## src/rtl/dhrutv_pkg.sv

```systemverilog
// Shared decode constants for the dhrutv core: opcodes, ALU control encoding and branch func3
// codes.
package dhrutv_pkg;

   localparam logic [6:0] OPC_LUI    = 7'b0110111;
   localparam logic [6:0] OPC_AUIPC  = 7'b0010111;
   localparam logic [6:0] OPC_JAL    = 7'b1101111;
   localparam logic [6:0] OPC_JALR   = 7'b1100111;
   localparam logic [6:0] OPC_BRANCH = 7'b1100011;
   localparam logic [6:0] OPC_LOAD   = 7'b0000011;
   localparam logic [6:0] OPC_STORE  = 7'b0100011;
   localparam logic [6:0] OPC_IMM    = 7'b0010011;
   localparam logic [6:0] OPC_REG    = 7'b0110011;

   localparam logic [2:0] F3_BEQ  = 3'b000;
   localparam logic [2:0] F3_BNE  = 3'b001;
   localparam logic [2:0] F3_BLT  = 3'b100;
   localparam logic [2:0] F3_BGE  = 3'b101;
   localparam logic [2:0] F3_BLTU = 3'b110;
   localparam logic [2:0] F3_BGEU = 3'b111;

   typedef enum logic [3:0] {
      ALU_ADD    = 4'd0,
      ALU_SUB    = 4'd1,
      ALU_SLL    = 4'd2,
      ALU_SLT    = 4'd3,
      ALU_SLTU   = 4'd4,
      ALU_XOR    = 4'd5,
      ALU_SRL    = 4'd6,
      ALU_SRA    = 4'd7,
      ALU_OR     = 4'd8,
      ALU_AND    = 4'd9,
      ALU_PASS_B = 4'd10
   } alu_ctrl_e;

   typedef enum logic [2:0] {
      IMM_NONE,
      IMM_I,
      IMM_S,
      IMM_B,
      IMM_U,
      IMM_J
   } imm_fmt_e;

   // alt selects SUB for func3=000 and SRA for func3=101 (instr[30]).
   function automatic alu_ctrl_e alu_from_f3(input logic [2:0] f3, input logic alt);
      case (f3)
         3'b000:  return alt ? ALU_SUB : ALU_ADD;
         3'b001:  return ALU_SLL;
         3'b010:  return ALU_SLT;
         3'b011:  return ALU_SLTU;
         3'b100:  return ALU_XOR;
         3'b101:  return alt ? ALU_SRA : ALU_SRL;
         3'b110:  return ALU_OR;
         default: return ALU_AND;
      endcase
   endfunction

endpackage

```

## src/rtl/id_regfile.sv

```systemverilog
// Architectural register file: two combinational read ports, one write port, x0 hardwired to
// zero and same-cycle write-to-read bypass.
module id_regfile #(
   parameter int unsigned XLEN  = 32,
   parameter int unsigned NREGS = 32
) (
   input  logic            clk,
   input  logic            rst,
   input  logic            i_wr,
   input  logic [4:0]      i_wr_addr,
   input  logic [XLEN-1:0] i_wr_data,
   input  logic [4:0]      i_rd_addr1,
   input  logic [4:0]      i_rd_addr2,
   output logic [XLEN-1:0] o_rd_data1,
   output logic [XLEN-1:0] o_rd_data2
);

   localparam int unsigned AW = $clog2(NREGS);

   logic [XLEN-1:0] r_mem [NREGS];
   logic            w_wr_en;
   logic            w_ok1;
   logic            w_ok2;

   assign w_wr_en = i_wr && (i_wr_addr != 5'd0) && (32'(i_wr_addr) < NREGS);
   assign w_ok1   = (i_rd_addr1 != 5'd0) && (32'(i_rd_addr1) < NREGS);
   assign w_ok2   = (i_rd_addr2 != 5'd0) && (32'(i_rd_addr2) < NREGS);

   always_ff @(posedge clk) begin
      if (rst) begin
         for (int i = 0; i < int'(NREGS); i++) begin
            r_mem[i] <= '0;
         end
      end else if (w_wr_en) begin
         r_mem[i_wr_addr[AW-1:0]] <= i_wr_data;
      end
   end

   always_comb begin
      o_rd_data1 = '0;
      if (w_ok1) begin
         o_rd_data1 = (w_wr_en && (i_wr_addr == i_rd_addr1)) ? i_wr_data
                                                             : r_mem[i_rd_addr1[AW-1:0]];
      end
   end

   always_comb begin
      o_rd_data2 = '0;
      if (w_ok2) begin
         o_rd_data2 = (w_wr_en && (i_wr_addr == i_rd_addr2)) ? i_wr_data
                                                             : r_mem[i_rd_addr2[AW-1:0]];
      end
   end

endmodule

```

## src/rtl/id_stage_p.sv

```systemverilog
// Instruction decode stage: field decode, register read, load-use interlock, optional branch
// resolution, and the ID/EX pipeline register.
module id_stage_p
   import dhrutv_pkg::*;
#(
   parameter int unsigned XLEN         = 32,
   parameter int unsigned NREGS        = 32,
   parameter int unsigned BRANCH_IN_ID = 1
) (
   input  logic            clk,
   input  logic            rst,
   input  logic            i_valid,
   input  logic [31:0]     i_instr,
   input  logic [XLEN-1:0] i_pc,
   output logic            o_ready,
   input  logic            i_wb_wr,
   input  logic [4:0]      i_wb_rd,
   input  logic [XLEN-1:0] i_wb_data,
   input  logic            i_ex_ready,
   input  logic            i_ex_is_load,
   input  logic [4:0]      i_ex_rd,
   input  logic            i_flush,
   output logic            o_valid,
   output logic [XLEN-1:0] o_rs1_data,
   output logic [XLEN-1:0] o_rs2_data,
   output logic [XLEN-1:0] o_imm,
   output logic [4:0]      o_rd,
   output logic [6:0]      o_opcode,
   output logic [2:0]      o_func3,
   output logic [3:0]      o_alu_ctrl,
   output logic [XLEN-1:0] o_pc,
   output logic            o_branch_taken,
   output logic [XLEN-1:0] o_branch_pc,
   output logic            o_illegal
);

   logic [6:0]      w_opcode;
   logic [4:0]      w_rd;
   logic [4:0]      w_rs1;
   logic [4:0]      w_rs2;
   logic [2:0]      w_f3;
   logic            w_use_rs1;
   logic            w_use_rs2;
   logic            w_use_rd;
   logic            w_known;
   logic            w_is_br;
   logic            w_is_jal;
   logic            w_is_jalr;
   imm_fmt_e        w_fmt;
   alu_ctrl_e       w_alu;
   logic [31:0]     w_imm32;
   logic [XLEN-1:0] w_imm;
   logic [XLEN-1:0] w_rs1_data;
   logic [XLEN-1:0] w_rs2_data;
   logic [XLEN-1:0] w_pc_tgt;
   logic [XLEN-1:0] w_jalr_sum;
   logic            w_cond;
   logic            w_taken;
   logic [XLEN-1:0] w_bpc;
   logic            w_illegal;
   logic            w_hazard;
   logic            w_ex_free;
   logic            w_squash;
   logic            w_load;
   logic            w_bubble;

   logic            r_valid;
   logic [XLEN-1:0] r_rs1_data;
   logic [XLEN-1:0] r_rs2_data;
   logic [XLEN-1:0] r_imm;
   logic [4:0]      r_rd;
   logic [6:0]      r_opcode;
   logic [2:0]      r_func3;
   logic [3:0]      r_alu_ctrl;
   logic [XLEN-1:0] r_pc;
   logic            r_branch_taken;
   logic [XLEN-1:0] r_branch_pc;
   logic            r_illegal;

   assign w_opcode = i_instr[6:0];
   assign w_rd     = i_instr[11:7];
   assign w_f3     = i_instr[14:12];
   assign w_rs1    = i_instr[19:15];
   assign w_rs2    = i_instr[24:20];

   always_comb begin
      w_use_rs1 = 1'b0;
      w_use_rs2 = 1'b0;
      w_use_rd  = 1'b0;
      w_known   = 1'b1;
      w_is_br   = 1'b0;
      w_is_jal  = 1'b0;
      w_is_jalr = 1'b0;
      w_fmt     = IMM_NONE;
      w_alu     = ALU_ADD;
      case (w_opcode)
         OPC_LUI: begin
            w_use_rd = 1'b1;
            w_fmt    = IMM_U;
            w_alu    = ALU_PASS_B;
         end
         OPC_AUIPC: begin
            w_use_rd = 1'b1;
            w_fmt    = IMM_U;
         end
         OPC_JAL: begin
            w_use_rd = 1'b1;
            w_fmt    = IMM_J;
            w_is_jal = 1'b1;
         end
         OPC_JALR: begin
            w_use_rs1 = 1'b1;
            w_use_rd  = 1'b1;
            w_fmt     = IMM_I;
            w_is_jalr = 1'b1;
         end
         OPC_BRANCH: begin
            w_use_rs1 = 1'b1;
            w_use_rs2 = 1'b1;
            w_fmt     = IMM_B;
            w_alu     = ALU_SUB;
            w_is_br   = 1'b1;
         end
         OPC_LOAD: begin
            w_use_rs1 = 1'b1;
            w_use_rd  = 1'b1;
            w_fmt     = IMM_I;
         end
         OPC_STORE: begin
            w_use_rs1 = 1'b1;
            w_use_rs2 = 1'b1;
            w_fmt     = IMM_S;
         end
         OPC_IMM: begin
            w_use_rs1 = 1'b1;
            w_use_rd  = 1'b1;
            w_fmt     = IMM_I;
            // addi has no subtract form; only the shift-right pair uses instr[30]
            w_alu     = alu_from_f3(w_f3, i_instr[30] && (w_f3 == 3'b101));
         end
         OPC_REG: begin
            w_use_rs1 = 1'b1;
            w_use_rs2 = 1'b1;
            w_use_rd  = 1'b1;
            w_alu     = alu_from_f3(w_f3, i_instr[30]);
         end
         default: w_known = 1'b0;
      endcase
   end

   always_comb begin
      case (w_fmt)
         IMM_I:   w_imm32 = {{20{i_instr[31]}}, i_instr[31:20]};
         IMM_S:   w_imm32 = {{20{i_instr[31]}}, i_instr[31:25], i_instr[11:7]};
         IMM_B:   w_imm32 = {{20{i_instr[31]}}, i_instr[7], i_instr[30:25], i_instr[11:8], 1'b0};
         IMM_U:   w_imm32 = {i_instr[31:12], 12'h000};
         IMM_J:   w_imm32 = {{12{i_instr[31]}}, i_instr[19:12], i_instr[20], i_instr[30:21],
                             1'b0};
         default: w_imm32 = 32'h0;
      endcase
   end

   assign w_imm = XLEN'($signed(w_imm32));

   id_regfile #(
      .XLEN  (XLEN),
      .NREGS (NREGS)
   ) u_regfile (
      .clk        (clk),
      .rst        (rst),
      .i_wr       (i_wb_wr),
      .i_wr_addr  (i_wb_rd),
      .i_wr_data  (i_wb_data),
      .i_rd_addr1 (w_rs1),
      .i_rd_addr2 (w_rs2),
      .o_rd_data1 (w_rs1_data),
      .o_rd_data2 (w_rs2_data)
   );

   always_comb begin
      case (w_f3)
         F3_BEQ:  w_cond = (w_rs1_data == w_rs2_data);
         F3_BNE:  w_cond = (w_rs1_data != w_rs2_data);
         F3_BLT:  w_cond = ($signed(w_rs1_data) < $signed(w_rs2_data));
         F3_BGE:  w_cond = ($signed(w_rs1_data) >= $signed(w_rs2_data));
         F3_BLTU: w_cond = (w_rs1_data < w_rs2_data);
         F3_BGEU: w_cond = (w_rs1_data >= w_rs2_data);
         default: w_cond = 1'b0;
      endcase
   end

   assign w_pc_tgt   = i_pc + w_imm;
   assign w_jalr_sum = w_rs1_data + w_imm;
   assign w_bpc      = w_is_jalr ? {w_jalr_sum[XLEN-1:1], 1'b0} : w_pc_tgt;
   assign w_taken    = (BRANCH_IN_ID != 0) && (w_is_jal || w_is_jalr || (w_is_br && w_cond));

   assign w_illegal = !w_known
                    || (w_use_rs1 && (32'(w_rs1) >= NREGS))
                    || (w_use_rs2 && (32'(w_rs2) >= NREGS))
                    || (w_use_rd  && (32'(w_rd)  >= NREGS));

   assign w_hazard = i_valid && i_ex_is_load && (i_ex_rd != 5'd0)
                   && ((w_use_rs1 && (w_rs1 == i_ex_rd)) || (w_use_rs2 && (w_rs2 == i_ex_rd)));

   // A taken branch leaving for EX means the payload now at the input is wrong-path.
   assign w_ex_free = !r_valid || i_ex_ready;
   assign w_squash  = r_valid && r_branch_taken && i_ex_ready;
   assign w_load    = w_ex_free && i_valid && !w_hazard && !w_squash && !i_flush;
   assign w_bubble  = i_flush || w_squash || (w_ex_free && !w_load);

   assign o_ready = !rst && ((w_ex_free && !w_hazard) || w_squash);

   always_ff @(posedge clk) begin
      if (rst) begin
         r_valid        <= 1'b0;
         r_rs1_data     <= '0;
         r_rs2_data     <= '0;
         r_imm          <= '0;
         r_rd           <= '0;
         r_opcode       <= '0;
         r_func3        <= '0;
         r_alu_ctrl     <= '0;
         r_pc           <= '0;
         r_branch_taken <= 1'b0;
         r_branch_pc    <= '0;
         r_illegal      <= 1'b0;
      end else if (w_bubble) begin
         r_valid        <= 1'b0;
         r_branch_taken <= 1'b0;
      end else if (w_load) begin
         r_valid        <= 1'b1;
         r_rs1_data     <= w_rs1_data;
         r_rs2_data     <= w_rs2_data;
         r_imm          <= w_imm;
         r_rd           <= w_use_rd ? w_rd : 5'd0;
         r_opcode       <= w_opcode;
         r_func3        <= w_f3;
         r_alu_ctrl     <= w_alu;
         r_pc           <= i_pc;
         r_branch_taken <= w_taken;
         r_branch_pc    <= w_bpc;
         r_illegal      <= w_illegal;
      end
   end

   assign o_valid        = r_valid;
   assign o_rs1_data     = r_rs1_data;
   assign o_rs2_data     = r_rs2_data;
   assign o_imm          = r_imm;
   assign o_rd           = r_rd;
   assign o_opcode       = r_opcode;
   assign o_func3        = r_func3;
   assign o_alu_ctrl     = r_alu_ctrl;
   assign o_pc           = r_pc;
   assign o_branch_taken = r_branch_taken;
   assign o_branch_pc    = r_branch_pc;
   assign o_illegal      = r_illegal;

endmodule

```

## config.mk

```make
export PLATFORM = sky130hd
export DESIGN_NAME = id_stage_p
export DESIGN_NICKNAME = d
export VERILOG_FILES = /design/src/rtl/dhrutv_pkg.sv /design/src/rtl/id_regfile.sv /design/src/rtl/id_stage_p.sv
export SDC_FILE = /design/constraint.sdc
export NUM_CORES = 2
export LEC_CHECK = 0
export BUFFER_PORTS_ARGS = -buffer_cell sky130_fd_sc_hd__buf_2
export CAP_MARGIN = 5
export CORE_UTILIZATION = 40
export CTS_CLUSTER_SIZE = 25
export DETAILED_ROUTE_END_ITERATION = 8
export PLACE_DENSITY = 0.54
export SLEW_MARGIN = 20
export SYNTH_ARGS = -nofsm -noshare
export SYNTH_HDL_FRONTEND = slang
export SYNTH_SLANG_ARGS = --single-unit
```

## constraint.sdc

```tcl
create_clock -name clk -period 6.56 [get_ports clk]
set_clock_uncertainty 0.2 [all_clocks]
set_input_delay 0.328 -clock clk [delete_from_list [all_inputs] [get_ports clk]]
set_output_delay 0.328 -clock clk [all_outputs]
set_load 0.02 [all_outputs]
```

==> results.cfg <==
[setup_path]
cp.required_ns = 7.05
reg2reg_slack_ns = 1.53
startpoint_type = primary input
reg2regPathDepth = 14
crit_slowest_cell = mux4_2
rr_endpoint = o_branch_pc[27]$_SDFFE_PP0P_
crit_chain = buf_8, buf_12, buf_12, mux4_2, mux4_2, mux2i_1, a211oi_1, ha_1, a21o_1, a21oi_1, o21ai_0, a22oi_1, a31oi_1, a21oi_1, o221ai_1, xnor2_1, a2111oi_0
crit_start = i_instr[15]
slowest_delay_ns = 0.61
arrival_ns = 5.52
timing.rr.start = u_regfile.r_mem[30][20]$_SDFFCE_PN0P_
end_kind = flip-flop
cp_max_fo = 24
critPathCapture = o_branch_pc[24]$_SDFFE_PP0P_
path_class = in -> reg

[synthesis]
ys_seq_area_share_pct = 51.94
synth.distinct_cells = 77
ys_ff_latch = 1206
netlist_area_sq_um = 66220
synth_cells = 4846
synth_ff_type = edfxtp_1
ys_warn_count = 0
async_reset_ff_share_pct = 0
post_synth.cell_area_avg_sq_um = 13.66
synth_edf_count = 1024

[clocking]
cts.path.max_buffers = 3
cts_hold_buf = 89
cts_resized = 0
h-tree-depth = 4
post_cts_buffers = 0
clkLatencyLatePin_ns = 0.81
path_clk_slew_ns = 0.07
cts_num_sinks = 1206
cts_root_buf = clkbuf_16
cts_buffers = 139
cts_tree = built

[pwr]
comb_power_share_pct = 15.4
swShare_pct = 26.90
ir_worst_vdd_v = 0.0002863
p_seq_share_pct = 45.0
switchingPower_mw = 5.354
p_int_mw = 14.55
clkPwrFrac_pct = 39.6
p_per_area_nw_per_um2 = 261.4
cellLeakagePower_nw = 27.71

[route]
drt-initial-drc-count = 6124
wl_mm = 248.5
vias = 45880
drt-wirelength-per-cell_um = 33.49
ant_nets = 0
firstDrtPassIters = 5
viasPerCell = 6.182
drc = 0

[floorplan]
io_pins = 296
core-area_sq_um = 163500
dieArea_sq_um = 167200
fp.dieH_um = 408.9
num_rows = 148
die_x_um = 408.9
initial_utilization_pct = 40.50

[timing]
finalSetupTns_ns = 0
clock.fmax_mhz = 198.6
period_minus_slack_ns = 5.035
hold_ws_ns = 0.02515
max_slew_margin_pct = 20.95
hold_viol = 0
finalCritPeriodShare_pct = 76.75
rsz0062_at_grt = no
worst_pin_slew_ns = 1.186
finalMaxSlewViolations = 0
setup_viol = 0

[job]
drv_cap = 0

[global_route]
antenna_found_initial = 31
track_usage_pct = 29.37
grt_pass1_wl_mm = 345.9
grt_pass1_vias = 44430
grt_max_degree = 157
grt.overflow.total = 0

[finish]
fillers = 14290
seqCellArea_sq_um = 34390
final_nets = 5339
drive_gt1_share_pct = 26.92
area_growth_pct = 14.99
multi_input_area_sq_um = 30250

[place]
place_congestion = 0.9161
io_buffers = 295
detailed_place_hpwl_mm = 154.4

[outcome]
status = finished, final reports clean

[hold_path]
hp-class = in -> reg
## kinds of logic after synthesis
| group | Yosys count | share of synthesized area (%) |
|---|---|---|
| AO/OA/AOI/OAI | 526 | 5.122 |
| flip-flops | 1206 | 51.94 |
| adder cells (fa/ha/maj) | 95 | 1.818 |
| other | 1 | 0.005663 |
| AND/OR/NAND/NOR | 1759 | 14.64 |
| XOR/XNOR | 62 | 0.8200 |
| multiplexers | 707 | 22.71 |
| buffers and inverters | 490 | 2.955 |
## layout make-up
class	instances	area share [%]
sequential	1206	45.17
multi-input combinational	3181	39.73
timing repair buffer	574	5.457
clock buffer	182	5.039
tap	2175	3.574
clock inverter	65	0.8643
inverter	29	0.1430
antenna	9	0.02958
## worst min path at each step
| stage | from | to | slack [ns] | depth (start not counted) |
|---|---|---|---|---|
| after floorplan | i_instr[0] | o_opcode[0]$_SDFFE_PP0P_ | 0.26 | 2 |
| after global placement | o_opcode[6]$_SDFFE_PP0P_ | o_opcode[6]$_SDFFE_PP0P_ | 0.24 | 2 |
| after detailed placement | o_pc[25]$_SDFFE_PP0P_ | o_pc[25]$_SDFFE_PP0P_ | 0.24 | 2 |
| after CTS | i_wb_data[24] | u_regfile.r_mem[1][24]$_SDFFCE_PN0P_ | 0.001 | 2 |
| after global routing | i_wb_data[21] | u_regfile.r_mem[1][21]$_SDFFCE_PN0P_ | 0.02 | 2 |
| final | i_wb_data[21] | u_regfile.r_mem[17][21]$_SDFFCE_PN0P_ | 0.03 | 2 |
## Yosys cell counts, types with 13 or more instances
cell type | count | area share [%]
a211oi_1 | 65 | 0.74
a21o_1 | 67 | 0.76
a21oi_1 | 202 | 1.5
a31oi_1 | 14 | 0.13
and2_1 | 1006 | 9.5
buf_1 | 42 | 0.24
buf_2 | 64 | 0.48
clkbuf_1 | 348 | 2.0
dfxtp_1 | 182 | 5.5
edfxtp_1 | 1024 | 46
ha_1 | 93 | 1.8
inv_1 | 26 | 0.15
mux2i_1 | 70 | 1.1
mux4_2 | 636 | 22
nand2_1 | 283 | 1.6
nand2b_1 | 13 | 0.12
nand3_1 | 29 | 0.22
nand4_1 | 21 | 0.20
nor2_1 | 243 | 1.4
nor3_1 | 47 | 0.36
o211ai_1 | 39 | 0.44
o21ai_0 | 50 | 0.38
or2_2 | 37 | 0.35
xnor2_1 | 28 | 0.37
xor2_1 | 34 | 0.45
## per-layer routing
| layer | global-route usage (%) | routed length [um] |
|---|---|---|
| met4 | 9.189 | 8202 |
| met2 | 47.07 | 116900 |
| met3 | 5.627 | 24030 |
| met1 | 40.28 | 99330 |
| met5 | 0 | 24 |
## cell usage in the layout (no fill, tap or decap), drive strengths merged, types with 9 or more instances in the layout
master	count
xor2	34
o211ai	39
a22oi	9
and2	1007
or2	37
diode	9
edfxtp	1024
a211oi	65
a21oi	203
a31oi	14
xnor2	28
nand4	21
nor2b	10
conb	32
clkbuf	182
nor2	244
nor3b	9
buf	485
dlygate4sd3	89
a311oi	9
nand2b	13
nand2	283
nor3	47
bufinv	11
clkinv	44
or3	10
dfxtp	182
inv	34
mux4	636
o21ai	53
nand3	29
ha	93
mux2i	70
nor4	13
and3	10
a21o	67
## power by group through the flow
stage               logic, mW  registers [mW]  clock network, mW
global route             3.20            9.00               8.22
CTS                      3.03            8.95               7.96
global placement         2.97            9.10                  0
detailed placement       2.99            9.11                  0
finish                   3.06            8.96               7.88
floorplan                1.79            9.09                  0
## worst max-delay path, delay by kind of cell
family,cells,cell delay (ns)
AO/OA/AOI/OAI,9,2.37
adder cells (fa/ha/maj),1,0.44
multiplexers,3,1.35
buffers and inverters,3,0.77
XOR/XNOR,1,0.16
## sequential cells by signal (all words and copies together), names as in the netlist, 5 cells and up
register         flops
o_branch_pc         32
o_imm               32
o_opcode             7
o_pc                32
o_rd                 5
o_rs1_data          32
o_rs2_data          32
u_regfile.r_mem   1024
## through the flow
step	power, mW	util, %	area [sq um]	cells	setup slack (ns)
floorplan	10.88	-	66340	4877	1.561
global placement	12.07	43.25	70730	7076	0.8807
detailed placement	12.10	43.26	70730	7076	0.8247
CTS	19.94	46.55	76120	7412	1.588
global route	20.42	46.56	76130	7414	1.363
finish	19.90	46.57	76150	7421	1.525
No activity file was read; power rests on OpenSTA's default activity.
